### src/rtl/instr_fetch.sv
// instr_fetch: IF stage with PC register, icache handshake and IF/ID latch.
// Define FETCH_SKID_BUF_EN to add a one-entry skid buffer that keeps icache hits taken during stall.
module instr_fetch #(
    parameter logic [31:0] PC_INIT = 32'h0000_0000
) (
    input  logic        CLK,
    input  logic        nRST,
    input  logic        ihit,
    input  logic [31:0] iload,
    output logic        imemREN,
    output logic [31:0] imemaddr,
    input  logic        stall,
    input  logic        flush,
    input  logic        redirect,
    input  logic [31:0] redirect_pc,
    input  logic        halt,
    output logic [31:0] ifid_instr,
    output logic [31:0] ifid_pc,
    output logic [31:0] ifid_npc,
    output logic        ifid_valid
);
    typedef enum logic [1:0] {
        RUN    = 2'd0,
        HALTED = 2'd1
`ifdef FETCH_SKID_BUF_EN
        , SKID = 2'd2
`endif
    } state_t;

    state_t      state_q, state_d;
    logic [31:0] pc_q, pc_d;
    logic [31:0] ifid_instr_q, ifid_instr_d;
    logic [31:0] ifid_pc_q, ifid_pc_d;
    logic [31:0] ifid_npc_q, ifid_npc_d;
    logic        ifid_valid_q, ifid_valid_d;
    logic [31:0] pc_plus4;
`ifdef FETCH_SKID_BUF_EN
    logic [31:0] skid_instr_q, skid_instr_d;
    logic [31:0] skid_pc_q, skid_pc_d;
`endif

    assign pc_plus4 = pc_q + 32'd4;

    always_ff @(posedge CLK) begin
        if (!nRST) begin
            state_q <= RUN;
        end else begin
            state_q <= state_d;
        end
    end

    always_comb begin
        state_d = state_q;
        if (state_q != HALTED) begin
            if (halt) begin
                state_d = HALTED;
`ifdef FETCH_SKID_BUF_EN
            end else if (redirect || flush) begin
                state_d = RUN;
            end else if (state_q == SKID && !stall) begin
                state_d = RUN;
            end else if (state_q == RUN && stall && ihit) begin
                state_d = SKID;
`endif
            end
        end
    end

    always_comb begin
        imemREN  = state_q == RUN;
        imemaddr = pc_q;
    end

    always_ff @(posedge CLK) begin
        if (!nRST) begin
            pc_q         <= PC_INIT;
            ifid_instr_q <= '0;
            ifid_pc_q    <= '0;
            ifid_npc_q   <= '0;
            ifid_valid_q <= 1'b0;
`ifdef FETCH_SKID_BUF_EN
            skid_instr_q <= '0;
            skid_pc_q    <= '0;
`endif
        end else begin
            pc_q         <= pc_d;
            ifid_instr_q <= ifid_instr_d;
            ifid_pc_q    <= ifid_pc_d;
            ifid_npc_q   <= ifid_npc_d;
            ifid_valid_q <= ifid_valid_d;
`ifdef FETCH_SKID_BUF_EN
            skid_instr_q <= skid_instr_d;
            skid_pc_q    <= skid_pc_d;
`endif
        end
    end

    // Priority below reset: halt, redirect, flush, then stall / fire / bubble.
    always_comb begin
        pc_d         = pc_q;
        ifid_instr_d = ifid_instr_q;
        ifid_pc_d    = ifid_pc_q;
        ifid_npc_d   = ifid_npc_q;
        ifid_valid_d = ifid_valid_q;
`ifdef FETCH_SKID_BUF_EN
        skid_instr_d = skid_instr_q;
        skid_pc_d    = skid_pc_q;
`endif
        if (state_q != HALTED) begin
            if (halt || redirect || flush) begin
                ifid_valid_d = 1'b0;
                ifid_instr_d = '0;
            end
            if (!halt && redirect) pc_d = {redirect_pc[31:2], 2'b00};
            if (!halt && !redirect && !flush) begin
`ifdef FETCH_SKID_BUF_EN
                if (state_q == SKID) begin
                    if (!stall) begin
                        ifid_instr_d = skid_instr_q;
                        ifid_pc_d    = skid_pc_q;
                        ifid_npc_d   = skid_pc_q + 32'd4;
                        ifid_valid_d = 1'b1;
                    end
                end else
`endif
                if (stall) begin
`ifdef FETCH_SKID_BUF_EN
                    if (ihit) begin
                        skid_instr_d = iload;
                        skid_pc_d    = pc_q;
                        pc_d         = pc_plus4;
                    end
`endif
                end else if (ihit) begin
                    ifid_instr_d = iload;
                    ifid_pc_d    = pc_q;
                    ifid_npc_d   = pc_plus4;
                    ifid_valid_d = 1'b1;
                    pc_d         = pc_plus4;
                end else begin
                    ifid_valid_d = 1'b0;
                    ifid_instr_d = '0;
                end
            end
        end
    end

    assign ifid_instr = ifid_instr_q;
    assign ifid_pc    = ifid_pc_q;
    assign ifid_npc   = ifid_npc_q;
    assign ifid_valid = ifid_valid_q;
endmodule

### config.mk
export PLATFORM = sky130hd
export DESIGN_NAME = instr_fetch
export DESIGN_NICKNAME = d
export VERILOG_FILES = /design/src/rtl/instr_fetch.sv
export SDC_FILE = /design/constraint.sdc
export NUM_CORES = 1
export LEC_CHECK = 0
export ABC_CLOCK_PERIOD_IN_PS = 2300
export BUFFER_PORTS_ARGS = -buffer_cell sky130_fd_sc_hd__buf_2
export CORE_ASPECT_RATIO = 1.5
export CORE_UTILIZATION = 49
export DETAILED_ROUTE_END_ITERATION = 6
export PLACE_DENSITY = 0.84
export SETUP_SLACK_MARGIN = 0.1
export SYNTH_ARGS = -nofsm -noshare
export SYNTH_HDL_FRONTEND = slang
export SYNTH_SLANG_ARGS = --single-unit
### constraint.sdc
create_clock -name CLK -period 2.3 [get_ports CLK]
set_input_delay 0.23 -clock CLK [delete_from_list [all_inputs] [get_ports CLK]]
set_output_delay 0.23 -clock CLK [all_outputs]
set_load 0.05 [all_outputs]
==> results.cfg, run 1 <==
[die]
die_w_um = 86.6
rows = 46
dieArea_um2 = 11200
initial_core_util_pct = 50.0
core_area_um2 = 10500
pin_count = 201
die_h_um = 129

[clock_tree]
htreeDepth = 4
root_buffer = clkbuf_16
clkSlewWorstSetupHoldPaths_ps = 60
cts_max_path_buffers = 2
cts_made_buffers = 17
cts_tree = built
clock_latency_ps = 410
hold_buffers = 0
cts_setup_buffers = 0
clkSinkCount = 128
cts_resized = 0

[detailed_routing]
first_pass_iters = 7
ant_nets = 0
drt_iter0_drc = 305
route.detailed.drc = 0
viasPerCell = 5.60
routedWlPerCell_um = 16.6
vias = 5474
routed_wl_mm = 16.2

[final_layout]
layout-drive-gt1-share_pct = 32.8
num_antenna_cells = 0
layout.nets = 893
fin_cells = 977
layout_common_cells = buf_2 (198), dfxtp_1 (126), nand2_1 (92)
final_util_pct = 66.7
final_common_cell = buf_2
syn_to_final_growth_pct = 33.4

[synthesis]
seq_area_frac_synth_pct = 48.7
syn-instance-count = 626
synth_warnings = 0
synth.cell_area_um2 = 5260
synth.distinct_cells = 48
synth_fp_nets = 698
synthArstFlopShare_pct = 0
syn_avg_cell_area_um2 = 8.41
synth_edf_count = 0
synth_flop_cell = dfxtp_1
ys_ff_latch = 128

[worst_setup_path]
path_depth = 5
cp-end-kind = flop
critPathLaunch = imemaddr[5]$_SDFFE_PN0N_
rr_endpoint = ifid_npc[25]$_SDFFE_PN0P_
crit_type = reg2reg
r2r-start = imemaddr[5]$_SDFFE_PN0N_
path_buf_inv = 0
arrival_ps = 2290
critPathSlowestCell = or4_4
regToRegSetupSlack_ps = 300
worstPathCellList = nand4_1, or4_4, o31a_1, o21ai_1, a21oi_1
critical_path.top_delay_family = simple AND/OR/NAND/NOR gates
crit_path_end = ifid_npc[25]$_SDFFE_PN0P_
max_stage_delay_ps = 590
cp.required_ps = 2600
critPathLaunchType = flop
worst-path-max-fanout = 8
rr_worst_depth = 5

[hold_path]
hold_path_class = in2reg

[sta]
tns_ps = 0
post-route-period-util_pct = 86.9
hold_viol_final = 0
rsz0062_at_grt = false
clock_skew_ps = 7.47
finalSetupViolations = 0
period_minus_slack_ps = 2000
worst_slew_margin_rel_pct = 49.8
fmax_mhz = 500
tightestPinTransition_ps = 751
slew_viol_final = 0

[power_and_ir_drop]
power_frac_seq_pct = 43.1
p_int_mw = 3.94
peakVddDrop_uv = 556
pwr-share-comb_pct = 10.2
clkPwrFrac_pct = 46.7
p_per_area_nw_per_um2 = 763
p_sw_mw = 1.42
leakage_nw = 3.03
swShare_pct = 26.4

[global_route]
grt_pass1_vias = 5327
overflow = 0
grt_pass1_wl_mm = 25.6
grtUsageTotal_pct = 29.8
antenna_found_initial = 0
grt_max_degree = 48

[place]
dp_cells = 946
gp_congestion = 0.866
hpwl_mm = 11.8
port_buffers = 198

[run]
drv_cap = 0

[run_status]
outcome = complete, no violations
==> synth_stat cells (3+ instances only) <==
cell type	number	area [µm²]
a211oi_1	4	30.0
a21oi_1	75	375
a221oi_1	4	35.0
a22oi_1	46	345
a31oi_1	11	68.8
and2_1	3	18.8
and3_1	9	56.3
and4_1	8	70.1
buf_2	19	95.1
buf_4	4	30.0
clkbuf_1	31	116
dfxtp_1	128	2560
inv_1	10	37.5
nand2_1	92	345
nand3_1	13	65.1
nand4_1	9	56.3
nor2_1	55	206
nor3_1	5	25.0
nor4_1	4	25.0
o21a_1	3	22.5
o21ai_0	19	95.1
o21ai_1	14	70.1
o221a_2	3	33.8
o22ai_1	6	37.5
or3_1	4	25.0
xnor2_1	10	87.6
xor2_1	11	96.3
==> logic make-up after synthesis <==
kind of cell    share of synthesized area, %
xor+xnor                                3.49
buf+inv                                 5.44
compound gates                          22.9
simple gates                            19.2
flops                                   48.7
fa+ha+maj                              0.238
==> worst min-delay path by stage <==
stage | from | to | slack, ps | cells after the start
5_1_grt | iload[7] | ifid_instr[7]$_SDFFE_PN0N_ | 60 | 3
3_3_place_gp | ifid_pc[27]$_SDFFE_PN0P_ | ifid_pc[27]$_SDFFE_PN0P_ | 440 | 2
2_1_floorplan | redirect_pc[12] | imemaddr[12]$_SDFFE_PN0N_ | 370 | 2
4_1_cts | iload[30] | ifid_instr[30]$_SDFFE_PN0N_ | 60 | 3
3_5_place_dp | ifid_pc[19]$_SDFFE_PN0P_ | ifid_pc[19]$_SDFFE_PN0P_ | 450 | 2
6_report | iload[28] | ifid_instr[28]$_SDFFE_PN0N_ | 60 | 3
==> per-stage QoR <==
stage / hold WS, ps / total power, mW / area [µm²] / setup WS (ps)
CTS: 55.0 / 5.38 / 7020 / 316
global placement: 438 / 2.88 / 6460 / 409
floorplan: 367 / 2.69 / 5270 / 109
global route: 64.4 / 5.53 / 7020 / 224
detailed placement: 446 / 2.90 / 6460 / 353
finish: 62.8 / 5.36 / 7020 / 301
==> worst register-to-register path: stages, from the launching register on <==
cell and delay (ps):
dfxtp_1 490, nand4_1 290, or4_4 590, o31a_1 260, o21ai_1 170, a21oi_1 80
==> final cells by class <==
type                            instances  area [µm²]
Fill cell                             878        3510
Sequential cell                       128        2560
Inverter                               11        42.5
Clock inverter                         12         115
Clock buffer                           19         443
Tap cell                              144         180
Timing Repair Buffer                  231        1250
Multi-Input combinational cell        432        2420
==> flip-flops by register name (all words and copies together), names as in the netlist <==
signal / count
state_q: 1
ifid_npc: 30
ifid_valid: 1
imemaddr: 32
ifid_pc: 32
ifid_instr: 32
==> routing by layer <==
metal  GRT usage, %  share of wire, %
met1           32.1                36
met2           53.1                53
met3           6.93               7.2
met4           16.7               3.8
met5              0                 0
==> power groups by stage <==
stage	logic [mW]	clock network (mW)	registers (mW)
2_1_floorplan	0.188	0	2.50
3_3_place_gp	0.529	0	2.35
3_5_place_dp	0.541	0	2.36
4_1_cts	0.543	2.53	2.31
5_1_grt	0.585	2.63	2.32
6_report	0.547	2.50	2.31
(Power assumes the default switching activity.)
==> inputs of run 2 (changes only) <==
--- a/config.mk
+++ b/config.mk
@@ -5,10 +5,11 @@
 export SDC_FILE = /design/constraint.sdc
 export NUM_CORES = 1
 export LEC_CHECK = 0
+export ABC_AREA = 1
 export ABC_CLOCK_PERIOD_IN_PS = 2300
 export BUFFER_PORTS_ARGS = -buffer_cell sky130_fd_sc_hd__buf_2
 export CORE_ASPECT_RATIO = 1.5
-export CORE_UTILIZATION = 49
+export CORE_UTILIZATION = 50
 export DETAILED_ROUTE_END_ITERATION = 6
 export PLACE_DENSITY = 0.84
 export SETUP_SLACK_MARGIN = 0.1
==> run 2 against run 1 <==
  * Maximum frequency is 14% higher
  * Sequential share of layout area shrank 1.2 points
  * Synthesized area is 6.3% higher
  * Synthesized cell count rose by 29%
  * Combinational power decreased by 18%
  * Clock skew grew 4.2 ps
  * Register-to-register slack improved by 250 ps
  * Die area increased by 4.1%
  * Clock-buffer cell count up 3
  * Cell count is 17% higher
  * Total power grew 2.0%
  * Critical path type unchanged
==> results.cfg, run 2 <==
[run_status]
outcome = complete, no violations

[clock_tree]
cts_max_path_buffers = 2
htreeDepth = 4
cts_made_buffers = 17
root_buffer = clkbuf_16
cts_resized = 0
hold_buffers = 0
clkSlewWorstSetupHoldPaths_ps = 60
clkSinkCount = 128
cts_tree = built
clock_latency_ps = 410
cts_setup_buffers = 0

[global_route]
grt_pass1_vias = 5264
grt_pass1_wl_mm = 24.7
grtUsageTotal_pct = 27.7
antenna_found_initial = 0
grt_max_degree = 65
overflow = 0

[detailed_routing]
ant_nets = 0
drt_iter0_drc = 296
route.detailed.drc = 0
vias = 5734
routed_wl_mm = 15.8
viasPerCell = 5.00
first_pass_iters = 5
routedWlPerCell_um = 13.8

[synthesis]
synth_fp_nets = 877
synth.cell_area_um2 = 5590
syn_avg_cell_area_um2 = 6.95
synth.distinct_cells = 30
synth_edf_count = 0
synth_most_common_cell = nand2_1
ys_ff_latch = 128
synth_warnings = 0
synth_top_area_cell = dfxtp_1
synth_flop_cell = dfxtp_1
ys_top_cells_by_count = nand2_1 (279), dfxtp_1 (128), a21oi_1 (85)
seq_area_frac_synth_pct = 45.8
synth_top_area_share_pct = 45.8
synthTopCellsByArea = dfxtp_1 (46%), nand2_1 (19%), a21oi_1 (7.6%), nor2_1 (5.2%), inv_1 (4.6%)
synthArstFlopShare_pct = 0
syn-instance-count = 805

[hold_path]
hp-start = iload[19]
hold_path_class = in2reg

[worst_setup_path]
cp-end-kind = flop
worst-path-max-fanout = 8
critPathLaunch = imemaddr[3]$_SDFFE_PN0N_
crit_type = reg2reg
r2r-start = imemaddr[3]$_SDFFE_PN0N_
critPathLaunchType = flop
arrival_ps = 2050
cp.required_ps = 2600

[final_layout]
final_common_cell = nand2_1
num_antenna_cells = 0
fillCellCount = 972
layout-drive-gt1-share_pct = 26.3
syn_to_final_growth_pct = 29.6
layout.nets = 1061
layout_common_cells = nand2_1 (279), buf_2 (198), dfxtp_1 (128)
fin_area_um2 = 7240

[power_and_ir_drop]
pwr-share-comb_pct = 8.2
p_sw_mw = 1.33
leakage_nw = 3.65
clkPwrFrac_pct = 49.5
p_int_mw = 4.14
power_frac_seq_pct = 42.2
p_per_area_nw_per_um2 = 755
peakVddDrop_uv = 534
swShare_pct = 24.3

[die]
core_area_um2 = 10700
die_h_um = 132
initial_core_util_pct = 52.2
dieArea_um2 = 11600
die_w_um = 88.3
pin_count = 201
rows = 46

[sta]
finalSetupViolations = 0
slew_viol_final = 0
rsz0062_at_grt = false
post-route-period-util_pct = 76.3
clock_skew_ps = 11.7
tns_ps = 0
hold_viol_final = 0
tightestPinTransition_ps = 654
period_minus_slack_ps = 1750
fmax_mhz = 570
worst_slew_margin_rel_pct = 56.2

[place]
placed_cell_area_um2 = 6650
port_buffers = 198
hpwl_mm = 11.0
gp_congestion = 0.889

[run]
drv_cap = 0
-- run 2: cell type report --
class / instances / area [µm²] / share of cell area (%)
Inverter: 73 / 274 / 3.78
Sequential cell: 128 / 2560 / 35.4
Timing Repair Buffer: 206 / 1080 / 14.9
Clock inverter: 10 / 135 / 1.87
Multi-Input combinational cell: 563 / 2550 / 35.2
Tap cell: 144 / 180 / 2.49
Clock buffer: 22 / 464 / 6.41
-- run 2: power by group through the flow --
stage / combinational [mW] / clock [mW] / sequential, mW
3_5_place_dp: 0.450 / 0 / 2.36
2_1_floorplan: 0.172 / 0 / 2.48
3_3_place_gp: 0.446 / 0 / 2.35
6_report: 0.450 / 2.71 / 2.31
4_1_cts: 0.453 / 2.74 / 2.31
5_1_grt: 0.487 / 2.84 / 2.31
-- run 2: kinds of logic after synthesis --
logic type,Yosys count,synth area share [%]
xor gates and xnor gates,11,1.86
AOI/OAI and AO/OA,141,13.1
and+or+nand+nor,410,30.4
adders and majority gates,1,0.224
buffers and inverters,114,8.61
DFF,128,45.8
-- run 2: worst paths after layout --
kind	end	depth (start not counted)	slack, ps
worst max-delay path	imemaddr[20]$_SDFFE_PN0N_	10	550
worst min-delay path	ifid_instr[19]$_SDFFE_PN0N_	3	60
worst max register to register	imemaddr[20]$_SDFFE_PN0N_	10	550
worst min register to register	ifid_npc[3]$_SDFFE_PN0P_	2	460
-- run 2: critical path: stages (launching register included) --
cell,delay (ps)
dfxtp_1,460
ha_1,220
nand2_2,80
nor2_4,170
nand2_4,110
nor2_4,200
nand2_1,80
nand2_1,60
nand2_1,80
a21oi_1,130
nor2_1,50
-- run 2: metal layers --
layer	global-route usage (%)	wire length, µm	up-vias
met5	0	0	-
met4	17.2	754	0
met3	6.91	960	55
met2	47.8	8230	231
met1	29.0	5890	2561
li1	-	-	2887
-- run 2: metrics by stage --
step           std cells  utilization [%]  setup slack [ps]  total power, mW  hold slack (ps)
2_1_floorplan        805                -               359             2.65              374
5_1_grt             1146             67.7               326             5.64             50.2
3_3_place_gp        1114             62.1               500             2.80              446
3_5_place_dp        1114             62.1               488             2.80              452
4_1_cts             1146             67.7               531             5.50             47.3
6_report            1146             67.7               546             5.47             60.5
